`src/rtl/job_dispatcher.sv`:
```
// ----------------------------------------------------------------------------
// job_dispatcher
//
// Collects 32-bit operand words into 8-word jobs. A two-slot (ping-pong)
// operand buffer lets the next job load while the current one is being
// computed. A small FSM hands each complete job to an external compute core,
// waits for its completion (with a timeout), and queues the core result in a
// result FIFO for the consumer.
//
// Parameters
//   TIMEOUT    max cycles spent in WAIT for core_done before abandoning a job
//   RES_DEPTH  result FIFO depth in entries (power of two, >= 2)
//
// Ports
//   clk, rst_n                 clock, asynchronous active-low reset
//   wr_valid/wr_data/wr_ready  operand word input (valid/ready)
//   core_start                 one-cycle start pulse to the compute core
//   core_i1..core_i8           job operands, stable from START until job ends
//   core_result/core_done      core completion and its result
//   res_valid/res_data/res_ready  result FIFO head (valid/ready)
//   busy                       FSM is not IDLE
//   timeout_err                sticky: a job was abandoned on timeout
//   jobs_done                  completed-job counter (wraps)
// ----------------------------------------------------------------------------
module job_dispatcher #(
  parameter int TIMEOUT   = 1024,
  parameter int RES_DEPTH = 4
) (
  input  logic        clk,
  input  logic        rst_n,
  input  logic        wr_valid,
  input  logic [31:0] wr_data,
  output logic        wr_ready,
  output logic        core_start,
  output logic [31:0] core_i1,
  output logic [31:0] core_i2,
  output logic [31:0] core_i3,
  output logic [31:0] core_i4,
  output logic [31:0] core_i5,
  output logic [31:0] core_i6,
  output logic [31:0] core_i7,
  output logic [31:0] core_i8,
  input  logic [31:0] core_result,
  input  logic        core_done,
  output logic        res_valid,
  output logic [31:0] res_data,
  input  logic        res_ready,
  output logic        busy,
  output logic        timeout_err,
  output logic [15:0] jobs_done
);

  localparam int TW = (TIMEOUT > 1) ? $clog2(TIMEOUT) : 1;
  localparam int AW = (RES_DEPTH > 1) ? $clog2(RES_DEPTH) : 1;

  typedef enum logic [1:0] {IDLE, START, WAIT, STORE} state_t;

  state_t        state, next_state;

  // Operand buffer: two job slots of eight words each.
  logic [31:0]   op_buf [2][8];
  logic [1:0]    slot_full;
  logic          wr_slot;
  logic          rd_slot;
  logic [2:0]    word_cnt;
  logic          wr_fire;
  logic          slot_free;
  logic          timeout_hit;

  logic [TW-1:0] wait_cnt;
  logic [31:0]   result_q;
  logic [31:0]   core_ops [8];

  // Result FIFO: pointers carry one extra wrap bit to tell full from empty.
  logic [31:0]   fifo_mem [RES_DEPTH];
  logic [AW:0]   fifo_wr_ptr;
  logic [AW:0]   fifo_rd_ptr;
  logic          fifo_full;
  logic          fifo_empty;
  logic          push;
  logic          pop;

  assign wr_fire     = wr_valid && wr_ready;
  assign timeout_hit = (state == WAIT) && !core_done && (wait_cnt == TW'(TIMEOUT - 1));
  // A job leaves the read slot either by completing (STORE) or by timing out.
  assign slot_free   = (state == STORE) || timeout_hit;

  assign fifo_empty  = (fifo_wr_ptr == fifo_rd_ptr);
  assign fifo_full   = (fifo_wr_ptr[AW] != fifo_rd_ptr[AW]) &&
                       (fifo_wr_ptr[AW-1:0] == fifo_rd_ptr[AW-1:0]);
  // IDLE only dispatches when the FIFO has room, so STORE never sees it full;
  // the guard simply keeps the FIFO safe by construction.
  assign push        = (state == STORE) && !fifo_full;
  assign pop         = res_ready && !fifo_empty;

  // --------------------------------------------------------------------------
  // Operand storage (data only)
  // --------------------------------------------------------------------------
  // NOTE: data arrays carry no reset; the slot_full/word_cnt control bits
  // decide whether their contents are meaningful.
  always_ff @(posedge clk) begin
    if (wr_fire) begin
      op_buf[wr_slot][word_cnt] <= wr_data;
    end
  end

  // --------------------------------------------------------------------------
  // Slot bookkeeping. A freeing read slot and a filling write slot are always
  // different slots, so both updates can land in the same cycle.
  // --------------------------------------------------------------------------
  // NOTE: every clocked process uses non-blocking (<=) assignments so all
  // registers update together from values sampled before the edge.
  always_ff @(posedge clk or negedge rst_n) begin
    if (!rst_n) begin
      slot_full <= 2'b00;
      wr_slot   <= 1'b0;
      rd_slot   <= 1'b0;
      word_cnt  <= 3'd0;
    end else begin
      if (wr_fire) begin
        word_cnt <= word_cnt + 3'd1;
        if (word_cnt == 3'd7) begin
          slot_full[wr_slot] <= 1'b1;
          wr_slot            <= ~wr_slot;
        end
      end
      if (slot_free) begin
        slot_full[rd_slot] <= 1'b0;
        rd_slot            <= ~rd_slot;
      end
    end
  end

  // --------------------------------------------------------------------------
  // FSM: state register
  // --------------------------------------------------------------------------
  always_ff @(posedge clk or negedge rst_n) begin
    if (!rst_n) begin
      state <= IDLE;
    end else begin
      state <= next_state;
    end
  end

  // --------------------------------------------------------------------------
  // FSM: next-state logic. core_done is looked at only in WAIT.
  // --------------------------------------------------------------------------
  // NOTE: next_state gets a default before the case so no path leaves it
  // unassigned, which would otherwise infer a latch.
  always_comb begin
    next_state = state;
    case (state)
      IDLE:    if (slot_full[rd_slot] && !fifo_full) next_state = START;
      START:   next_state = WAIT;
      WAIT: begin
        if (core_done)        next_state = STORE;
        else if (timeout_hit) next_state = IDLE;
      end
      STORE:   next_state = IDLE;
      default: next_state = IDLE;
    endcase
  end

  // --------------------------------------------------------------------------
  // FSM: outputs. Operands are driven straight from the read slot, which
  // cannot be written while it holds the job in flight.
  // --------------------------------------------------------------------------
  always_comb begin
    core_start = (state == START);
    busy       = (state != IDLE);
    wr_ready   = !slot_full[wr_slot];
    res_valid  = !fifo_empty;
    res_data   = fifo_empty ? 32'd0 : fifo_mem[fifo_rd_ptr[AW-1:0]];
    for (int k = 0; k < 8; k++) begin
      core_ops[k] = (state != IDLE) ? op_buf[rd_slot][k] : 32'd0;
    end
  end

  assign core_i1 = core_ops[0];
  assign core_i2 = core_ops[1];
  assign core_i3 = core_ops[2];
  assign core_i4 = core_ops[3];
  assign core_i5 = core_ops[4];
  assign core_i6 = core_ops[5];
  assign core_i7 = core_ops[6];
  assign core_i8 = core_ops[7];

  // --------------------------------------------------------------------------
  // Job datapath: WAIT cycle counter, result latch, status.
  // --------------------------------------------------------------------------
  always_ff @(posedge clk or negedge rst_n) begin
    if (!rst_n) begin
      wait_cnt    <= '0;
      result_q    <= 32'd0;
      timeout_err <= 1'b0;
      jobs_done   <= 16'd0;
    end else begin
      if (state == START) begin
        wait_cnt <= '0;
      end else if (state == WAIT) begin
        wait_cnt <= wait_cnt + TW'(1);
      end
      if ((state == WAIT) && core_done) begin
        result_q <= core_result;
      end
      if (timeout_hit) begin
        timeout_err <= 1'b1;
      end
      if (state == STORE) begin
        jobs_done <= jobs_done + 16'd1;
      end
    end
  end

  // --------------------------------------------------------------------------
  // Result FIFO
  // --------------------------------------------------------------------------
  always_ff @(posedge clk) begin
    if (push) begin
      fifo_mem[fifo_wr_ptr[AW-1:0]] <= result_q;
    end
  end

  always_ff @(posedge clk or negedge rst_n) begin
    if (!rst_n) begin
      fifo_wr_ptr <= '0;
      fifo_rd_ptr <= '0;
    end else begin
      if (push) fifo_wr_ptr <= fifo_wr_ptr + (AW+1)'(1);
      if (pop)  fifo_rd_ptr <= fifo_rd_ptr + (AW+1)'(1);
    end
  end

endmodule

```
`config.mk`:
```
export PLATFORM = sky130hd
export DESIGN_NAME = job_dispatcher
export DESIGN_NICKNAME = d
export VERILOG_FILES = /design/src/rtl/job_dispatcher.sv
export SDC_FILE = /design/constraint.sdc
export NUM_CORES = 1
export LEC_CHECK = 0
export ABC_AREA = 1
export BUFFER_PORTS_ARGS = -buffer_cell sky130_fd_sc_hd__buf_4
export CELL_PAD_IN_SITES_DETAIL_PLACEMENT = 1
export CELL_PAD_IN_SITES_GLOBAL_PLACEMENT = 1
export CORE_AREA = 2 2 285 287
export CTS_CLUSTER_SIZE = 20
export DETAILED_ROUTE_END_ITERATION = 6
export DIE_AREA = 0 0 287 289
export HOLD_SLACK_MARGIN = 0.12
export PLACE_DENSITY = 0.66
export SKIP_LAST_GASP = 1
export SLEW_MARGIN = 30
export SYNTH_ARGS = -nofsm -noshare
export SYNTH_HDL_FRONTEND = slang
export SYNTH_SLANG_ARGS = --single-unit
```
`constraint.sdc`:
```
create_clock -name clk -period 4.5 [get_ports clk]
set_input_delay 0.9 -clock clk [delete_from_list [all_inputs] [get_ports clk]]
set_output_delay 0.9 -clock clk [all_outputs]
set_load 0.01 [all_outputs]
```
==> flow_results.org, run 1 <==
** Placed design
- Instance area at placement :: 0.03165 mm²
- Port Buffer Count :: 377
- The number of placed instances, taps included, is 3459.
- GPL Wtd Cong :: 0.7877
- Summed over all nets, the half-perimeter wirelength after detailed placement is 50910 µm.
- Pre-CTS setup slack :: 1187 ps

** Critical path
- Arrival time of the worst setup path :: 2930 ps
- The startpoint identified for the worst register-to-register timing path is wr_slot$_DFFE_PN0P_.
- In this run the critical register-to-register path is captured at op_buf[1][2]$_DFFE_PP_.
- For the worst flop-to-flop path, the logic depth is 6.
- Data required time at the worst endpoint :: 3600 ps
- The worst register-to-register path has a setup slack of 1220 ps.
- Largest fanout of any net on the critical path :: 106
- CP endpoint kind :: output pin
- Element type at the critical path start :: flip-flop
- By startpoint and endpoint, the worst setup path is classified as reg -> out.

** Yosys
- Of all cell types, the one taking the most synthesized area is edfxtp_1.
- Count of distinct cell types in the synthesized netlist :: 37
- Yosys attributes the largest share of cell area to edfxtp_1 (69%), nor2_1 (8.0%), dfrtp_1 (6.7%).
- Count of synthesis-stage warnings from yosys :: 0
- Flip-flop and latch count after synthesis :: 714
- Sequential element share of the synthesized area :: 75.98%
- Synthesis produced 2100 cells.
- The synthesized netlist occupies a cell area of 0.02773 mm².
- Dividing the synthesized area by the synthesized cell count gives 13.20 µm².
- Number of nets produced by synthesis :: 2182
- Of the post-synthesis cell area, the dominant cell type holds 69.30%.

** Die
- I/O pin cnt :: 378
- Core footprint :: 0.07990 mm²
- The die is 289 µm tall.
- For this configuration, the core starts out at a cell density of 34.71%.
- Die W :: 287 µm
- Floorplan row count :: 104
- Full die area :: 0.08294 mm²

** Clock tree
- After clock tree synthesis, the clock-pin slew on the worst setup and hold paths is 60 ps.
- Number of sinks driven by the clock tree :: 714
- The clock passes through at most 3 buffers.
- Number of H-tree branching levels :: 3
- In this run, post-CTS hold repair placed 0 buffers.
- After clock tree synthesis, the repair step resized 0 gates.
- Clock buffer count from CTS :: 78
- TritonCTS built the clock tree.
- After clock tree synthesis, the setup repair step added 0 buffers.
- At the later pin of the worst-skew pair, clock insertion delay measures 640 ps.
- Clock root cell :: clkbuf_16

** Final layout
- Cells fill 42.71% of the core in the end.
- The library cell used most frequently in the layout, excluding fill and tap cells, is edfxtp_1.
- The finished cells cover 0.03413 mm².
- The post-route netlist has 23.67% of its cells at a drive strength greater than 1.
- In the layout the commonest cells are edfxtp_1 (640), nor2_1 (586), buf_4 (405).
- From synthesis to final layout, the design area changed by 23.06%.
- Nets :: 2561
- Non-filler instance count after layout :: 3603
- Fill cell instance count of the final layout :: 8342
- 0 antenna diodes ended up in the layout.

** STA
- Slew headroom :: 40.21%
- The number of failing hold endpoints at the final stage is 0.
- For the pin with the worst max-slew slack, the measured transition is 894.8 ps.
- Final setup violation count :: 0
- Static timing analysis puts the maximum clock frequency at 0.2612 GHz.
- Number of max-slew violations in the final report :: 0
- RSZ-0062 raised after global routing :: no
- Across all hold checks on the routed design, the worst slack comes to 317.7 ps.
- Sum Neg Setup Slack :: 0 ps
- After layout, the worst setup slack is 671.5 ps.
- The final critical path takes up 85.08% of the cycle.
- For the finished layout, the period the worst path requires is 3829 ps.
- Clock skew on the completed layout was measured at 42.16 ps.

** Route
- Sum of routed wire length over all layers :: 83440 µm
- The first routing iteration left 1193 violations.
- For this run, design rule violations remaining after detail routing come to 0.
- In the routed layout, each cell is associated on average with a via count of 4.969.
- Routed vias :: 17905
- Wire per inst :: 23.16 µm
- The detail route stage leaves a number of antenna-violating nets equal to 0.
- The first TritonRoute pass finished after 5 iterations.

** GRT
- Met2 Track Usage GR :: 34.41%
- The first global-routing pass estimated 121300 µm of wire.
- Vias in the first global route :: 18937
- Global route total overflow :: 0
- Antenna violations before repair :: 2
- Global router's overall resource usage :: 19.65%
- Global route hottest layer :: met2
- In the global route stage, met3 resource usage came out at 4.921%.
- Entering global routing, the biggest net connects 162 pins.
- Global routing used 23.53% of the available met1 tracks.

** Job
- Number of violations of the max-capacitance limit :: 0

** Hold path
- The min-delay analysis places its worst path in the category in -> async.

** Power
- Summed over all cells, the static leakage comes to 12.80 nW.
- Power spread over the standard cell area amounts to 710.2 mW/mm².
- The design draws 24.24 mW.
- VDD sags by at most 430.9 µV.

** Status
- The run finished with clean final reports.
==> area by class of cell <==
type	instances	area (µm²)	area share (%)
clock buffers	101	2068	6.061
inverters	79	311.5	0.9130
flip-flops and latches	714	21080	61.76
clock inverters	43	405.4	1.188
multi-input cells	1192	5704	16.72
well taps	1060	1326	3.886
repair buffers	414	3234	9.478
==> layer usage <==
metal	wire (µm)	vias up	share of wire, %
met1	33450	9258	40
met2	42460	409	51
li1	-	8106	-
met4	2704	2	3.2
met3	4810	130	5.8
met5	13	-	0.016
==> worst max path at each step <==
| stage | from | end | slack, ps | depth (start not counted) |
|---|---|---|---|---|
| 3_3_place_gp | state[0]$_DFFE_PN0P_ | core_i5[0] | 1280 | 7 |
| 4_1_cts | state[0]$_DFFE_PN0P_ | core_i5[0] | 600 | 7 |
| 3_5_place_dp | wr_slot$_DFFE_PN0P_ | op_buf[1][31]$_DFFE_PP_ | 1190 | 6 |
| 5_1_grt | state[0]$_DFFE_PN0P_ | core_i5[0] | 440 | 7 |
| 2_1_floorplan | wr_valid | op_buf[0][224]$_DFFE_PP_ | 610 | 4 |
| 6_report | state[0]$_DFFE_PN0P_ | core_i2[22] | 670 | 7 |
==> power breakdown <==
| group | switching, mW | total [mW] | internal, mW |
|---|---|---|---|
| logic | 6.00 | 9.45 | 3.45 |
| registers | 0.446 | 8.60 | 8.15 |
| clock network | 2.67 | 6.18 | 3.51 |
| total | 9.12 | 24.2 | 15.1 |
==> worst max-delay path, stage by stage, from the launching register on <==
cell and delay (ps):
dfrtp_1 410, inv_1 90, ha_1 270, inv_6 570, buf_4 400, o21ai_0 170, nor2_1 180, buf_4 170
==> Yosys cell counts (all sizes together) <==
cell type,count
o21ba,1
xnor2,5
xor2,12
o21ai,330
nor2,599
a21oi,8
mux2,32
nand2,115
inv,79
a31oi,4
ha,13
clkbuf,56
buf,59
o21bai,1
or2,4
nand3,14
edfxtp,640
o21a,1
o22ai,32
nand4,3
dfrtp,74
nor3,18
==> cells by family (layout without fill, tap and decap cells) <==
| group | Yosys count | after routing | synth area share (%) |
|---|---|---|---|
| buffers and inverters | 194 | 637 | 3.826 |
| and+or+nand+nor | 753 | 753 | 10.74 |
| DFF | 714 | 714 | 75.98 |
| AOI/OAI and AO/OA | 377 | 377 | 7.003 |
| xor gates and xnor gates | 17 | 17 | 0.5640 |
| adders and majority gates | 13 | 13 | 0.5866 |
| muxes | 32 | 32 | 1.299 |
==> sequential cells by signal, indices dropped and copies added (netlist names) <==
register and flops:
op_buf 512, slot_full 2, result_q 32, fifo_rd_ptr 3, rd_slot 1, word_cnt 3
state 2, timeout_err 1, wr_slot 1, jobs_done 16, wait_cnt 10, fifo_wr_ptr 3
fifo_mem 128
Note: power is estimated with default switching activity, not from simulation.
==> inputs of run 2 (changes only) <==
==> constraint.sdc (replaced) <==
create_clock -name clk -period 4.5 [get_ports clk]
set_input_delay 0.675 -clock clk [delete_from_list [all_inputs] [get_ports clk]]
set_output_delay 0.675 -clock clk [all_outputs]
set_load 0.01 [all_outputs]
==> flow_results.org, run 2 (synthesis gave the netlist of run 1 again) <==
** Status
- Status :: finished, final reports clean

** Critical path
- Element type at the critical path start :: flip-flop
- In this run the worst path has a maximum fanout of 97.
- CP endpoint kind :: output pin
- At the worst endpoint, the arrival time is 2990 ps.
- Data required time at the worst endpoint :: 3830 ps
- Critical path class :: reg -> out

** Clock tree
- The clock tree synthesis step divided the H-tree into 3 levels.
- TritonCTS created 79 clock buffers.
- Clock root cell :: clkbuf_16
- The clock net in this run drives a total of 714 sinks.
- Post-CTS Setup Bufs :: 0
- Clock-pin slew was measured on the worst setup and hold paths at 60 ps.
- Buffer levels on the longest clock path :: 3
- Total of cells resized after clock tree synthesis :: 0
- Source-to-sink clock delay at the later pin of the worst-skew pair :: 650 ps
- TritonCTS built the clock tree.

** Route
- Number of antenna-violating nets in the routed design :: 0
- The final layout contains routed wiring with a total length of 83520 µm.
- First-pass iteration count of the detailed router :: 5
- In the final routed layout, each cell accounts on average for 23.17 µm.
- The routed layout has 17870 vias.
- After detailed routing, the number of vias per cell comes to 4.957.
- Number of violations reported at the end of detailed-routing iteration 0 :: 1146
- Number of design rule violations left after detail routing :: 0

** STA
- Setup total negative slack on the finished layout was measured at 0 ps.
- The worst path in the final design needs a cycle of 3662 ps, including I/O delays and setup.
- Number of max-slew violations in the final report :: 0
- In the finished design, the share of the clock period the worst path needs comes to 81.37%.
- The number of failing hold endpoints at the final stage was 0.
- Final worst clock skew :: 31.93 ps
- Static timing analysis puts the maximum clock frequency at 0.2731 GHz.
- In this run the tightest slew margin relative to its limit is 43.65%.
- Setup repair after global routing left no endpoint under its margin.
- Setup violations remaining at the end of the flow were counted as 0.
- Pin slew with the least headroom to its limit :: 845.3 ps

** Die
- The floorplan step defined a core boundary enclosing 0.07990 mm².
- Full die area :: 0.08294 mm²
- The floorplan step set the die height to 289 µm.
- Initial cell density of the core :: 34.71%
- Pin placement for this block handled 378 I/O pins.
- The die is 287 µm wide.
- Floorplan row count :: 104

** Power
- Total design power :: 24.34 mW
- The worst-case IR drop observed on VDD is 558.5 µV.
- Power spread over the standard cell area amounts to 712.6 mW/mm².
- Summed over all cells, the static leakage comes to 12.81 nW.

** Final layout
- Counting flops per register, the top entry is op_buf.
- Layout cells sized above 1 :: 23.75%
- The layout has 8327 filler cells.
- The library cell used most frequently in the layout, excluding fill and tap cells, is edfxtp_1.
- Nets :: 2561
- From synthesis to final layout, the design area changed by 23.17%.
- Once layout is done, the placed cells without fillers occupy 0.03416 mm².
- Commonest cells after routing, fill and taps aside :: edfxtp_1 (640), nor2_1 (586), buf_4 (405)
- The register with the most flip-flops in the layout has 512 of them.

** GRT
- The first global-routing pass estimated 121500 µm of wire.
- Pin count of the biggest net entering global routing :: 132
- The total overflow left after global routing is 0.
- Global routing used 19.74% of the available tracks across all layers.
- The via count of the first global-routing pass is 18875.
- Antenna violations before repair :: 2

** Hold path
- Class of the worst hold path :: in -> reg

** Placed design
- Port Buffer Count :: 377
- Instance area at placement :: 0.03161 mm²
- Post-detail-place hpwl :: 51710 µm
- GPL Wtd Cong :: 0.8012

** Job
- Number of violations of the max-capacitance limit :: 0
==> run 2: path summary, 6_finish.rpt <==
check                                             start                  endpoint  slack, ps  cells after the start
worst min register to register  wait_cnt[7]$_DFFE_PN0P_   wait_cnt[7]$_DFFE_PN0P_        500                      1
worst max register to register      wr_slot$_DFFE_PN0P_    op_buf[1][3]$_DFFE_PP_       1300                      6
worst min-delay path                    core_result[24]  result_q[24]$_DFFE_PN0P_        280                      2
max in group asynchronous                         rst_n   wait_cnt[0]$_DFFE_PN0P_       2940                      3
min in group asynchronous                         rst_n  result_q[23]$_DFFE_PN0P_        640                      2
worst max-delay path               state[0]$_DFFE_PN0P_                core_i5[3]        840                      7
==> run 2: report_power, final <==
part	total [mW]	internal (mW)	switching, mW
clock	6.27	3.60	2.68
combinational	9.51	3.43	6.09
sequential	8.55	8.16	0.397
total	24.3	15.2	9.16
==> run 2: what timing repair did <==
| item | 4_1_cts | 5_1_grt |
|---|---|---|
| endpoints found under the setup margin | 0 | 0 |
| hold buffers | 1 | 0 |
| endpoints found under the hold margin | 39 | 0 |
==> run 2: worst max-delay path, stage by stage (launching register included) <==
cell	delay, ps
dfrtp_1	430
inv_1	90
ha_1	280
inv_6	520
buf_4	410
o21ai_0	150
nor2_1	230
buf_4	170
==> run 2: layer usage <==
layer / GRT usage [%] / wire (µm)
met4: 7.630 / 3046
met2: 33.06 / 41480
met5: 0 / 13
met3: 4.756 / 4938
met1: 24.76 / 34040
==> run 2: area by class of cell <==
cell class	count	area, µm²	share of cell area [%]
clock inverters	44	414.1	1.213
repair buffers	413	3206	9.385
diodes	2	5.005	0.01465
well taps	1060	1326	3.883
clock buffers	101	2121	6.209
multi-input cells	1192	5697	16.68
inverters	79	311.5	0.9122
flip-flops and latches	714	21080	61.70
==> run 2: per-stage QoR <==
stage / setup slack [ps] / std cells / hold slack [ps] / util, %
final: 838.2 / 3605 / 276.0 / 42.75
after global routing: 577.3 / 3603 / 245.2 / 42.74
after global placement: 1405 / 3454 / 475.7 / 39.46
after CTS: 780.0 / 3603 / 237.6 / 42.74
after floorplan: 831.6 / 2100 / 379.4 / -
after detailed placement: 1331 / 3457 / 487.3 / 39.56
